$ cat src/rtl/apb4_slave_bridge.sv
// APB4 completer bridging SETUP/ACCESS transfers onto the single-request /
// single-ack RegMap bus, with wait states, misalignment rejection and a
// response timeout so a hung RegMap cannot lock the APB.
module apb4_slave_bridge #(
    parameter int unsigned DATA_WIDTH      = 32,
    parameter int unsigned ADDR_WIDTH      = 11,
    parameter int unsigned TIMEOUT_CYCLES  = 256,
    parameter int unsigned ERR_ON_MISALIGN = 1
) (
    input  logic                    clk,
    input  logic                    rst,
    input  logic                    psel,
    input  logic                    penable,
    input  logic                    pwrite,
    input  logic [ADDR_WIDTH-1:0]   paddr,
    input  logic [DATA_WIDTH-1:0]   pwdata,
    input  logic [DATA_WIDTH/8-1:0] pstrb,
    input  logic [2:0]              pprot,
    output logic                    pready,
    output logic [DATA_WIDTH-1:0]   prdata,
    output logic                    pslverr,
    output logic                    bus_req,
    output logic                    bus_req_is_wr,
    output logic [ADDR_WIDTH-1:0]   bus_addr,
    output logic [DATA_WIDTH-1:0]   bus_wr_data,
    output logic [DATA_WIDTH-1:0]   bus_wr_biten,
    output logic                    bus_req_stall_wr,
    output logic                    bus_req_stall_rd,
    input  logic                    bus_ready,
    input  logic                    bus_err,
    input  logic [DATA_WIDTH-1:0]   bus_rd_data
);

    localparam int unsigned STRB_WIDTH = DATA_WIDTH / 8;
    localparam int unsigned CNT_WIDTH  = (TIMEOUT_CYCLES > 1) ? $clog2(TIMEOUT_CYCLES) : 1;
    localparam bit          TIMEOUT_EN = (TIMEOUT_CYCLES != 0);
    localparam bit          REJECT_MIS = (ERR_ON_MISALIGN != 0);
    localparam logic [CNT_WIDTH-1:0]  CNT_LAST   = CNT_WIDTH'(TIMEOUT_CYCLES - 1);
    localparam logic [ADDR_WIDTH-1:0] ALIGN_MASK = ADDR_WIDTH'(STRB_WIDTH - 1);

    typedef enum logic [1:0] {
        ST_IDLE = 2'd0,
        ST_REQ  = 2'd1,
        ST_WAIT = 2'd2,
        ST_DONE = 2'd3
    } state_t;

    state_t                 r_state;
    logic [CNT_WIDTH-1:0]   r_cnt;
    logic                   w_setup;
    logic                   w_reject;
    logic                   w_timeout;
    logic [DATA_WIDTH-1:0]  w_biten;
    logic                   w_unused_pprot;

    assign w_setup        = psel & ~penable;
    assign w_reject       = REJECT_MIS && ((paddr & ALIGN_MASK) != '0);
    assign w_timeout      = TIMEOUT_EN && (r_cnt == CNT_LAST);
    assign w_unused_pprot = ^pprot;

    // Expand byte strobes to a per-bit write enable; reads never enable bits.
    always_comb begin
        w_biten = '0;
        for (int i = 0; i < int'(STRB_WIDTH); i++) begin
            w_biten[8*i +: 8] = {8{pstrb[i] & pwrite}};
        end
    end

    // Transfer FSM with all APB and bus outputs registered alongside the state.
    always_ff @(posedge clk or negedge rst) begin
        if (!rst) begin
            r_state          <= ST_IDLE;
            r_cnt            <= '0;
            pready           <= 1'b0;
            prdata           <= '0;
            pslverr          <= 1'b0;
            bus_req          <= 1'b0;
            bus_req_is_wr    <= 1'b0;
            bus_addr         <= '0;
            bus_wr_data      <= '0;
            bus_wr_biten     <= '0;
            bus_req_stall_wr <= 1'b0;
            bus_req_stall_rd <= 1'b0;
        end else begin
            case (r_state)
                ST_IDLE: begin
                    if (w_setup) begin
                        bus_addr      <= paddr;
                        bus_req_is_wr <= pwrite;
                        bus_wr_data   <= pwdata;
                        bus_wr_biten  <= w_biten;
                        r_cnt         <= '0;
                        if (w_reject) begin
                            r_state <= ST_DONE;
                            pready  <= 1'b1;
                            pslverr <= 1'b1;
                            prdata  <= '0;
                        end else begin
                            r_state          <= ST_REQ;
                            bus_req          <= 1'b1;
                            bus_req_stall_wr <= pwrite;
                            bus_req_stall_rd <= ~pwrite;
                        end
                    end
                end
                ST_REQ, ST_WAIT: begin
                    bus_req <= 1'b0;
                    if (bus_ready) begin
                        r_state          <= ST_DONE;
                        pready           <= 1'b1;
                        pslverr          <= bus_err;
                        prdata           <= bus_req_is_wr ? '0 : bus_rd_data;
                        bus_req_stall_wr <= 1'b0;
                        bus_req_stall_rd <= 1'b0;
                    end else if (r_state == ST_REQ) begin
                        r_state <= ST_WAIT;
                    end else if (w_timeout) begin
                        r_state          <= ST_DONE;
                        pready           <= 1'b1;
                        pslverr          <= 1'b1;
                        prdata           <= '0;
                        bus_req_stall_wr <= 1'b0;
                        bus_req_stall_rd <= 1'b0;
                    end else begin
                        r_cnt <= r_cnt + CNT_WIDTH'(1);
                    end
                end
                ST_DONE: begin
                    r_state <= ST_IDLE;
                    pready  <= 1'b0;
                    pslverr <= 1'b0;
                    prdata  <= '0;
                end
                default: begin
                    r_state <= ST_IDLE;
                end
            endcase
        end
    end

endmodule

$ cat config.mk
export PLATFORM = sky130hd
export DESIGN_NAME = apb4_slave_bridge
export DESIGN_NICKNAME = d
export VERILOG_FILES = /design/src/rtl/apb4_slave_bridge.sv
export SDC_FILE = /design/constraint.sdc
export NUM_CORES = 1
export LEC_CHECK = 0
export CORE_MARGIN = 3
export CORE_UTILIZATION = 41
export CTS_CLUSTER_DIAMETER = 80
export DETAILED_ROUTE_END_ITERATION = 6
export PLACE_DENSITY = 0.79
export SYNTH_ARGS = -nofsm -noshare
export SYNTH_HDL_FRONTEND = slang
export SYNTH_SLANG_ARGS = --single-unit
$ cat constraint.sdc
create_clock -name clk -period 2.7 [get_ports clk]
set_input_delay 0.405 -clock clk [delete_from_list [all_inputs] [get_ports clk]]
set_output_delay 0.405 -clock clk [all_outputs]
set_load 0.01 [all_outputs]
==> metrics.txt, run 1 <==
Layout Nets 581; CP peak stage delay 0.44 ns; Req. time, crit path 2.99 ns; vias in the first global route 3150; routed vias/inst 4.981; r2r endpoint prdata[19]; status finished clean; Critical Path AT 2.58 ns; CTS H-tree lvls 3; Ports 202; PostCTS Resize Cnt 0; Final period util 84.92%; synthesized area per cell 13.21 um^2; Final TNS setup 0 ns; synthesized area 0.004121 mm^2; P_sw 2387 uW; CP delay by family, top buffers and inverters; Worst-Margin Slew 0.6213 ns; post-layout minimum cycle time 2.293 ns; Die Ht 106.3 um; Final Hold Violating Endpoints 0; PortBufs 198; switching share of power 34.75%; Reg2Reg Depth 8; Setup Crit Path Kind reg2reg; Area contributors post-synth dfrtp_1 (58%), mux2_2 (12%), a22o_1 (7.4%), buf_4 (5.6%), ha_1 (2.1%); CP max-delay cell dfrtp_1; global-route wire length before repair 16.84 mm; final setup vio count 0; Die Wd 106.3 um; worst rel slew slack 58.20%; RSZ-0062 raised after global routing no; gr usage total 18.71%; crit-path max FO 32; filler cell count 747; DRC errors left 0; Setup Skew 0.01315 ns; max cap viols 0; yosys warns 0; post-synthesis cell type count 35; crit end category register; Syn Inst Count 312; Clock transition at path regs 0.11 ns; drt total wl 10.70 mm; Antenna diodes 0; Yosys top cell area share 57.68%; post-synthesis sequential area ratio 57.68%; CTS max path bufs 2; clock network power share 13.5%; asr flop ratio synth 100.0%; HPWL Detailed 8.054 mm; Congestion Overflow GR 0; Worst R2R Setup Slack 0.41 ns; 1st-iter DRT viols 123; Seq cells post-synth 95; reg2reg start r_state[0]; Pleak 0.002701 uW; RD Place Congestion 0.7767; Hold Buf Count CTS 0; DRT Pass-1 Iters 4; Power Density 1101 mW/mm^2; Worst Setup Start Kind register; Net Count, Synth 408; clk_lat worst skew 0.36 ns; Worst Hold Slack 0.01873 ns; Core ar. 0.009503 mm^2; Worst Hold Class in2async; Root Driver clkbuf_8; Max VDD drop 0.5490 mV; EDFF count, synth 0; DIE AREA 0.01129 mm^2; CTS Buf Count 9; overall power 6868 uW; Area Overhead vs Synth 51.43%; Rows 35; clk sink count 95; wire per inst 17.28 um; Placement Cell Area 0.006040 mm^2; Gate power share 51.2%; initial antenna violation count 0; Finished Cell Area 0.006241 mm^2; pin count of the biggest net entering global routing 44; DR vias 3083; critical path, cell by cell inv_1 > ha_1 > buf_4 > nor2b_1 > o31ai_4 > nand2b_1 > buf_12 > a22o_1; post-CTS setup buffer count 0; proportion of layout cells with a drive suffix above 1 15.31%; cell taking the most area after synthesis dfrtp_1; post-route ant nets 0; starting density of the core 43.37%; fmax 436.1 MHz; fin. max-slew vios 0; crit path buf inv count 3; Post-synth top flop dfrtp_1; Internal Power 4482 uW; CTS tree built; Sequential Power Share 35.2%
[layer usage]
layer	global-route usage [%]	wire [um]	vias to the layer above
li1	-	-	1435
met5	0	0	-
met4	5.180	146	0
met1	23.07	4365	1536
met3	4.129	626	11
met2	32.99	5558	101
[flip-flops by register name, summed over array words and instances (netlist names), 2 cells and up]
| name | count |
|---|---|
| bus_addr | 11 |
| r_cnt | 8 |
| bus_wr_biten | 4 |
| r_state | 2 |
| prdata | 32 |
| bus_wr_data | 32 |
[stage by stage]
stage	setup WS, ns	cells	util, %
finish	0.4071	619	65.67
global route	0.2878	619	65.67
CTS	0.4226	619	65.67
detailed placement	0.4695	603	63.55
global placement	0.5719	603	63.55
floorplan	0.7801	312	-
[final cells by class]
class	count	area [um^2]	share of cell area, %
Tap cell	129	161.4	2.586
Timing Repair Buffer	205	2069	33.16
Clock inverter	6	63.81	1.022
Clock buffer	10	137.6	2.205
Multi-Input combinational cell	168	1409	22.57
Sequential cell	95	2377	38.09
Inverter	6	22.52	0.3609
[cell usage after synthesis (2+ instances only)]
| cell | n |
|---|---|
| a22o_1 | 35 |
| dfrtp_1 | 95 |
| inv_1 | 6 |
| nand2_1 | 15 |
| o21ai_0 | 8 |
| clkbuf_1 | 2 |
| buf_6 | 5 |
| o31ai_1 | 3 |
| nand2b_1 | 6 |
| mux2_2 | 45 |
| buf_4 | 31 |
| and3_1 | 4 |
| a21oi_1 | 10 |
| nor2b_1 | 4 |
| a41oi_1 | 2 |
| ha_1 | 7 |
| nor2_1 | 8 |
| buf_2 | 5 |
| nand3_1 | 5 |
[cells in the final DEF (no fill, tap or decap), types with 2 or more instances in the layout]
cell and instances:
nand3_1 5, a41oi_1 2, clkbuf_8 10, ha_1 7, inv_8 2, inv_1 6, mux2_2 45, a22o_1 35
buf_4 5, buf_12 3, nor2_1 8, o21ai_0 8, nor2b_1 4, o31ai_1 3, nand2_1 14, clkdlybuf4s50_1 197
nand2b_1 6, dfrtp_1 95, a21oi_1 10, and3_1 4
[power by group through the flow]
stage,clock (uW),sequential [uW],combinational [uW]
after CTS,960,2420,3560
after global placement,0,2400,3470
after global routing,1030,2520,3750
after floorplan,0,2680,1600
final,930,2420,3520
after detailed placement,0,2450,3540
[worst max path at each step]
stage / startpoint / end / slack, ns / cells past startpoint
after floorplan: r_state[0] / r_cnt[0] / 0.78 / 7
after global placement: r_state[0] / prdata[9] / 0.57 / 8
after detailed placement: r_state[0] / prdata[19] / 0.47 / 8
after CTS: r_state[0] / prdata[19] / 0.42 / 8
after global routing: r_state[0] / prdata[19] / 0.29 / 8
final: r_state[0] / prdata[19] / 0.41 / 8
[cells by family after synthesis]
group | Yosys count | share of synthesized area, %
AOI/OAI and AO/OA | 67 | 13.02
adders and majority gates | 7 | 2.125
buffers and inverters | 49 | 8.348
DFF | 95 | 57.68
muxes | 46 | 12.66
and+or+nand+nor | 48 | 6.163
No activity file was read; power rests on OpenSTA's default activity.
==> inputs of run 2 (changes only) <==
==> constraint.sdc (replaced) <==
create_clock -name clk -period 2.34 [get_ports clk]
set_input_delay 0.351 -clock clk [delete_from_list [all_inputs] [get_ports clk]]
set_output_delay 0.351 -clock clk [all_outputs]
set_load 0.01 [all_outputs]
==> metrics.txt, run 2 (synthesis results as in run 1) <==
status finished clean (unchanged); Clock transition at path regs 0.10 ns (was 0.11 ns); Max VDD drop 0.5931 mV (was 0.5490 mV); crit path buf inv count 2 (was 3); CTS max path bufs 2 (unchanged); Rows 35 (unchanged); CTS tree built (unchanged); commonest non-fill, non-tap cells in the layout clkdlybuf4s50_1 (197), dfrtp_1 (95), mux2_2 (45) (unchanged); Finished Cell Area 0.006252 mm^2 (was 0.006241 mm^2); Antenna diodes 0 (unchanged); Setup Skew 0.01386 ns (was 0.01315 ns); Layout Nets 583 (was 581); filler cell count 720 (was 747); Power Density 1256 mW/mm^2 (was 1101 mW/mm^2); CTS H-tree lvls 3 (unchanged); starting density of the core 43.37% (unchanged); max cap viols 0 (unchanged); Core ar. 0.009503 mm^2 (unchanged); clk_lat worst skew 0.35 ns (was 0.36 ns); Root Driver clkbuf_8 (unchanged); global-route track usage on met1 22.96% (was 23.07%); Final period util 90.57% (was 84.92%); critical path, cell by cell inv_1 > ha_1 > nand2b_1 > a221oi_4 > buf_4 > o22ai_1 > a41o_1 (was inv_1 > ha_1 > buf_4 > nor2b_1 > o31ai_4 > nand2b_1 > buf_12 > a22o_1); GRT met3 Usage 4.554% (was 4.129%); Die Ht 106.3 um (unchanged); CP startpoint r_state[0] (unchanged); post-route ant nets 0 (unchanged); routed vias/inst 4.971 (was 4.981); Worst Setup Start Kind register (unchanged); Non-Filler Instances 621 (was 619); crit end category register (unchanged); global-route wire length before repair 16.75 mm (was 16.84 mm); gr usage total 18.40% (was 18.71%); RSZ-0062 raised after global routing no (unchanged); Worst Hold Slack 0.4604 ns (was 0.01873 ns); CTS Buf Count 9 (unchanged); Worst Hold Class in2async (unchanged); Req. time, crit path 2.57 ns (was 2.99 ns); wire per inst 16.73 um (was 17.28 um); HPWL Detailed 7.874 mm (was 8.054 mm); pin count of the biggest net entering global routing 44 (unchanged); 1st-iter DRT viols 128 (was 123); worst rel slew slack 72.13% (was 58.20%); Congestion Overflow GR 0 (unchanged); reg2reg start r_state[0] (unchanged); leading cell type in the layout, fill and taps excluded clkdlybuf4s50_1 (unchanged); initial antenna violation count 0 (unchanged); GRT met2 Usage 31.49% (was 32.99%); Pleak 0.002701 uW (about the same); GRT busiest layer met2 (unchanged); DRC errors left 0 (unchanged); DIE AREA 0.01129 mm^2 (unchanged); Final Hold Violating Endpoints 0 (unchanged); Regs by FF count bus_wr_data (32), prdata (32), bus_addr (11) (unchanged); Ports 202 (unchanged); PostCTS Resize Cnt 0 (unchanged); Placed Cells 604 (was 603); clk sink count 95 (unchanged); fmax 471.8 MHz (was 436.1 MHz); fin. max-slew vios 0 (unchanged); DRT Pass-1 Iters 5 (was 4); RD Place Congestion 0.7951 (was 0.7767); Die Wd 106.3 um (unchanged); drt total wl 10.39 mm (was 10.70 mm); Critical Path AT 2.35 ns (was 2.58 ns); post-layout minimum cycle time 2.119 ns (was 2.293 ns); CP max-delay cell dfrtp_1 (unchanged); Worst-Margin Slew 0.4165 ns (was 0.6213 ns); proportion of layout cells with a drive suffix above 1 15.24% (was 15.31%); vias in the first global route 3194 (was 3150); Area Overhead vs Synth 51.70% (was 51.43%); CP peak stage delay 0.43 ns (was 0.44 ns); CP delay by family, top compound AO/OA/AOI/OAI gates (was buffers and inverters); Setup Crit Path Kind reg2reg (unchanged); Placement Cell Area 0.006060 mm^2 (was 0.006040 mm^2); Final TNS setup 0 ns (unchanged); PortBufs 198 (unchanged); crit-path max FO 14 (was 32); final setup vio count 0 (unchanged); DR vias 3087 (was 3083)
run 2: worst paths after layout:
path / endpoint / slack (ns) / depth (start not counted)
max: r_cnt[3] / 0.22 / 7
min: bus_wr_data[11] / 0.46 / 2
max reg2reg: r_cnt[3] / 0.22 / 7
min reg2reg: bus_req / 0.49 / 1
max in group asynchronous: prdata[2] / 1.19 / 3
min in group clk: bus_req / 0.49 / 1
run 2: stage by stage:
stage               total power [uW]  worst slack, ns  util (%)
floorplan                       4934           0.4201         -
global placement                6794           0.3235     63.77
detailed placement              6937           0.2380     63.77
CTS                             7958           0.2306     65.79
global route                    8361          0.08164     65.79
finish                          7851           0.2207     65.79
run 2: power breakdown:
group / switching [uW] / total [uW] / internal, uW
Combinational: 1660 / 4070 / 2410
Clock: 566 / 992 / 426
Sequential: 450 / 2790 / 2340
Total: 2680 / 7850 / 5170
run 2: final cells by class:
type                       instances  area [um^2]  share of cell area (%)
clock buffer                      11        141.4                   2.261
clock inverter                     5        41.29                  0.6604
inverter                           6        22.52                  0.3602
multi-input combinational        168         1409                   22.53
sequential                        95         2377                   38.02
tap                              129        161.4                   2.582
timing repair buffer             207         2100                   33.58
run 2: repair_timing:
action / CTS / global route
setup buffers: 0 / 0
hold buffers: 1 / 0
endpoints found under the hold margin: 29 / 0
run 2: layer usage:
layer	routed length (um)	up-vias	part of all wire, %
met5	0	-	0
li1	-	1440	-
met1	4225	1526	41
met3	655	11	6.3
met4	170	0	1.6
met2	5340	110	51
